## config.mk

```make
export PLATFORM = sky130hd
export DESIGN_NAME = branch_resolve_ctrl
export DESIGN_NICKNAME = d
export VERILOG_FILES = /design/src/rtl/branch_resolve_ctrl.sv
export SDC_FILE = /design/constraint.sdc
export NUM_CORES = 1
export LEC_CHECK = 0
export CORE_MARGIN = 2
export CORE_UTILIZATION = 50
export DETAILED_ROUTE_END_ITERATION = 7
export HOLD_SLACK_MARGIN = 0.08
export MAX_ROUTING_LAYER = met4
export PLACE_DENSITY = 0.76
export SYNTH_ARGS = -nofsm -noshare
export SYNTH_HDL_FRONTEND = slang
export SYNTH_SLANG_ARGS = --single-unit
```

## constraint.sdc

```tcl
create_clock -name clk -period 16.7 [get_ports clk]
set_input_delay 4.175 -clock clk [delete_from_list [all_inputs] [get_ports clk]]
set_output_delay 4.175 -clock clk [all_outputs]
set_load 0.005 [all_outputs]
```

## src/rtl/branch_resolve_ctrl.sv

```systemverilog
// Branch/jump resolution controller: registers one control-transfer op, resolves it in a
// single EVAL cycle and, on a misprediction, holds a fetch redirect until it is accepted.
// Optional feature macro: BRANCH_STATS_EN (adds saturating resolved/mispredict counters).
module branch_resolve_ctrl (
    input  logic        clk,
    input  logic        rst,
    input  logic        req_valid,
    output logic        req_ready,
    input  logic [2:0]  func3,
    input  logic        is_jal,
    input  logic        is_jalr,
    input  logic [31:0] rs1,
    input  logic [31:0] rs2,
    input  logic [31:0] pc,
    input  logic [31:0] imm,
    input  logic        pred_taken,
    input  logic        kill,
    output logic        done,
    output logic        taken,
    output logic        illegal,
    output logic        misalign,
    output logic [31:0] link_pc,
    output logic        redirect_valid,
    input  logic        redirect_ready,
    output logic [31:0] redirect_pc,
    output logic        flush,
    output logic [1:0]  dbg_state
`ifdef BRANCH_STATS_EN
    ,
    output logic [31:0] stat_resolved,
    output logic [31:0] stat_mispredict
`endif
);

    // Handshakes: a request transfers on a rising edge with req_valid && req_ready;
    // a redirect transfers with redirect_valid && redirect_ready. Kill suppresses both.
    typedef enum logic [1:0] {
        IDLE  = 2'd0,
        EVAL  = 2'd1,
        REDIR = 2'd2
    } state_t;

    state_t      state, state_next;
    logic [2:0]  r_func3;
    logic        r_is_jal, r_is_jalr, r_pred, r_taken;
    logic [31:0] r_rs1, r_rs2, r_pc, r_imm, r_redirect_pc;

    logic        cond, taken_c, illegal_c, misalign_c, mispredict_c;
    logic [31:0] target_c, link_c, redir_target_c;

    assign dbg_state = state;

    always_comb begin
        cond = 1'b0;
        case (r_func3)
            3'b000:  cond = (r_rs1 == r_rs2);
            3'b001:  cond = (r_rs1 != r_rs2);
            3'b100:  cond = ($signed(r_rs1) <  $signed(r_rs2));
            3'b101:  cond = ($signed(r_rs1) >= $signed(r_rs2));
            3'b110:  cond = (r_rs1 <  r_rs2);
            3'b111:  cond = (r_rs1 >= r_rs2);
            default: cond = 1'b0;
        endcase
        illegal_c      = (r_func3 == 3'b010) || (r_func3 == 3'b011) || (r_is_jal && r_is_jalr);
        taken_c        = !illegal_c && ((r_is_jal || r_is_jalr) ? 1'b1 : cond);
        target_c       = r_is_jalr ? ((r_rs1 + r_imm) & ~32'd1) : (r_pc + r_imm);
        link_c         = r_pc + 32'd4;
        misalign_c     = taken_c && (target_c[1:0] != 2'b00);
        mispredict_c   = taken_c ^ r_pred;
        redir_target_c = taken_c ? target_c : link_c;
    end

    always_comb begin
        state_next     = state;
        req_ready      = 1'b0;
        done           = 1'b0;
        taken          = 1'b0;
        illegal        = 1'b0;
        misalign       = 1'b0;
        redirect_valid = 1'b0;
        flush          = 1'b0;
        case (state)
            IDLE: begin
                req_ready = !kill && !rst;
                if (req_valid && req_ready) state_next = EVAL;
            end
            EVAL: begin
                if (kill) begin
                    state_next = IDLE;
                end else if (illegal_c || misalign_c || !mispredict_c) begin
                    done       = 1'b1;
                    taken      = taken_c;
                    illegal    = illegal_c;
                    misalign   = misalign_c;
                    state_next = IDLE;
                end else begin
                    state_next = REDIR;
                end
            end
            REDIR: begin
                // Valid is dropped in the kill cycle so a same-cycle ready cannot complete.
                if (kill) begin
                    state_next = IDLE;
                end else begin
                    redirect_valid = 1'b1;
                    if (redirect_ready) begin
                        done       = 1'b1;
                        flush      = 1'b1;
                        taken      = r_taken;
                        state_next = IDLE;
                    end
                end
            end
            default: state_next = IDLE;
        endcase
    end

    assign link_pc     = link_c;
    assign redirect_pc = r_redirect_pc;

    always_ff @(posedge clk or posedge rst) begin
        if (rst) begin
            state         <= IDLE;
            r_func3       <= 3'd0;
            r_is_jal      <= 1'b0;
            r_is_jalr     <= 1'b0;
            r_pred        <= 1'b0;
            r_taken       <= 1'b0;
            r_rs1         <= 32'd0;
            r_rs2         <= 32'd0;
            r_pc          <= 32'd0;
            r_imm         <= 32'd0;
            r_redirect_pc <= 32'd0;
        end else begin
            state <= state_next;
            if (state == IDLE && req_valid && req_ready) begin
                r_func3   <= func3;
                r_is_jal  <= is_jal;
                r_is_jalr <= is_jalr;
                r_pred    <= pred_taken;
                r_rs1     <= rs1;
                r_rs2     <= rs2;
                r_pc      <= pc;
                r_imm     <= imm;
            end
            if (state == EVAL && state_next == REDIR) begin
                r_redirect_pc <= redir_target_c;
                r_taken       <= taken_c;
            end
        end
    end

`ifdef BRANCH_STATS_EN
    always_ff @(posedge clk or posedge rst) begin
        if (rst) begin
            stat_resolved   <= 32'd0;
            stat_mispredict <= 32'd0;
        end else begin
            if (done && stat_resolved != 32'hFFFF_FFFF)
                stat_resolved <= stat_resolved + 32'd1;
            if (flush && stat_mispredict != 32'hFFFF_FFFF)
                stat_mispredict <= stat_mispredict + 32'd1;
        end
    end
`endif

endmodule

```

==> results.cfg <==
[logic_synthesis]
yosysUniqueCellTypes = 72
netlist_area_um2 = 11510
synthArstFlopShare = 1.000
synthCells = 1215
synth-seq-cells = 169
synthFlopType = dfrtp_1
ys_seq_area_frac = 0.3674
yosysWarnings = 0
synth_fp_nets = 1454
postSynthAreaPerCell_um2 = 9.474
synth_edf_count = 0

[clock_network]
clk_pin_slew_ns = 0.07
cts-resized-gates = 0
cts_tree = built
cts_root_buf = clkbuf_16
clock-sinks = 169
postCtsHoldBufs = 0
post_cts_buffers = 0
cts_inserted_buffers = 17
max-clock-path-buffers = 2
worstSkewPairLatency_ns = 0.43
cts_max_level = 4

[placement]
place.gp.congestion = 0.9142
portBuffers = 211
pre_cts_ws_ns = 6.804
placedCellCount = 1673
hpwl_mm = 23.61

[critical_path]
r2r_start = r_rs1[15]
worstSetupStartpointType = input port
crit_start = kill
crit_required_ns = 12.52
reg2reg_slack_ns = 12.25
path_class = input port to primary output
worstSetupEndpointType = primary output
crit_fanout = 5
worstPathArrival_ns = 5.71
r2r_cells = 12
r2r_end = redirect_pc[10]

[detailed_routing]
dr.first_iter.drc_count = 743
drtAntennaViolNets = 0
wire_per_inst_um = 17.97
wl_mm = 30.65
dr.pass1.iters = 5
drc = 0
via_per_inst = 5.715
vias = 9744

[sta]
setup_viol = 0
finalHoldViolations = 0
relSlewSlack = 0.3879
worst_pin_slew_ns = 0.9181
min_period_ns = 9.888
fmax_mhz = 101.1
finClkSkew_ns = 0.01514
timing.final.crit_share = 0.5921
rsz0062_at_grt = false
worst_slack_ns = 6.812
tns_ns = 0
finalMaxSlewViolations = 0

[power]
p_total_w = 0.003451
p_per_area_nw_per_um2 = 239.0
leakage_nw = 6.263
p_comb_frac = 0.651
sw_frac_of_total = 0.4670
clkPwrFrac = 0.114
p_sw_w = 0.001611
power_frac_seq = 0.235
intPower_w = 0.001839
vdd_drop_max_mv = 0.09285

[die]
die_w_um = 155.7
io-pin-count = 212
core-area_um2 = 22640
dieArea_um2 = 24250
die_y_um = 155.7
fp-row-count = 55
start_util = 0.5084

[global_route]
grt_pass1_wl_mm = 48.91
track_usage = 0.2634
antenna_found_initial = 0
grt_pass1_vias = 9318
grt_overflow = 0
grt_max_degree = 83

[cells_and_area]
drive_gt1_frac = 0.1162
layout_common_cells = clkdlybuf4s50_1, dfrtp_1, nand2_1
area_growth_pct = 25.41
layout.nets = 1646
layout.cells.non_filler = 1705
diodes = 0
final_common_cell = clkdlybuf4s50_1

[worst_hold_path]
hold_class = flop to flop
hold_path_end = redirect_pc[21]
holdPathStages = 2
holdCritStartpoint = redirect_pc[21]

[job]
cap_violations = 0

[outcome]
status = complete, no violations
-- area by class of cell --
class                      instances  area [µm²]
clock buffer                      17       425.4
multi-input combinational        946        6890
sequential                       169        4229
clock inverter                    15       158.9
inverter                          55       211.5
fill                            1923        8204
timing repair buffer             218        2165
tap                              285       356.6
-- power groups by stage --
stage	combinational, W	sequential [W]	clock [W]
detailed placement	0.00220	0.000813	0
global route	0.00249	0.000837	0.000421
global placement	0.00216	0.000803	0
CTS	0.00222	0.000806	0.000402
finish	0.00224	0.000811	0.000395
floorplan	0.00162	0.000735	0
-- kinds of logic (layout without fill, tap and decap cells) --
| kind of cell | count (synthesis) | after routing | share of synthesized area |
|---|---|---|---|
| fa+ha+maj | 100 | 100 | 0.1100 |
| flops | 169 | 169 | 0.3674 |
| simple gates | 329 | 329 | 0.1374 |
| buf+inv | 100 | 305 | 0.03511 |
| compound gates | 327 | 327 | 0.1827 |
| mux | 110 | 110 | 0.1065 |
| xor+xnor | 80 | 80 | 0.06087 |
-- how the worst max path moves through the flow --
stage	endpoint	slack, ns	cells after the start
finish	misalign	6.81	4
floorplan	taken	7.82	3
detailed placement	taken	6.80	5
CTS	taken	6.80	5
global placement	taken	6.81	5
global route	taken	6.68	5
-- flip-flops by register name, indices dropped and copies added (netlist names), 2 cells and up --
signal / flops
dbg_state: 2
r_func3: 3
r_imm: 32
r_pc: 32
r_rs1: 32
r_rs2: 32
redirect_pc: 32
-- through the flow --
stage | utilization | hold slack [ns] | cell area, µm²
final | 0.6376 | 0.4773 | 14440
after global routing | 0.6376 | 0.4906 | 14440
after CTS | 0.6376 | 0.4822 | 14440
after detailed placement | 0.6118 | 0.4652 | 13850
after global placement | 0.6118 | 0.4596 | 13850
after floorplan | - | 0.4389 | 11510
-- critical path, stage by stage --
cell             delay, ns
clkdlybuf4s50_1       0.44
nand2b_1              0.25
nor4b_1               0.29
clkdlybuf4s50_1       0.55
-- cell usage after synthesis (all sizes together), types with 5 or more instances --
cell type / count / share of area
ha: 98 / 0.11
o22ai: 6 / 0.0033
nor4: 8 / 0.0043
o21ai: 100 / 0.043
nand3: 35 / 0.015
nor2: 54 / 0.018
nand4: 19 / 0.010
buf: 10 / 0.0058
a21o: 33 / 0.022
xor2: 33 / 0.025
and3: 17 / 0.0097
o21a: 18 / 0.012
nand2b: 19 / 0.010
mux2i: 10 / 0.0087
inv: 54 / 0.018
and2: 6 / 0.0033
a211oi: 10 / 0.0087
o211ai: 27 / 0.019
o31ai: 7 / 0.0050
xnor2: 47 / 0.036
nor2b: 9 / 0.0049
clkbuf: 35 / 0.011
mux2: 100 / 0.098
a31oi: 6 / 0.0051
or3: 5 / 0.0027
a21oi: 82 / 0.036
dfrtp: 169 / 0.37
nand2: 123 / 0.040
or2: 7 / 0.0040
nor3: 15 / 0.0065
-- layer usage --
| metal | vias up | global-route usage | wire length, µm |
|---|---|---|---|
| li1 | 4777 | - | - |
| met1 | 4636 | 0.3904 | 15230 |
| met2 | 312 | 0.3902 | 13240 |
| met3 | 19 | 0.03333 | 1907 |
| met4 | 0 | 0.05199 | 269 |
| met5 | - | - | 0 |
Power figures use the tool's default switching activity.
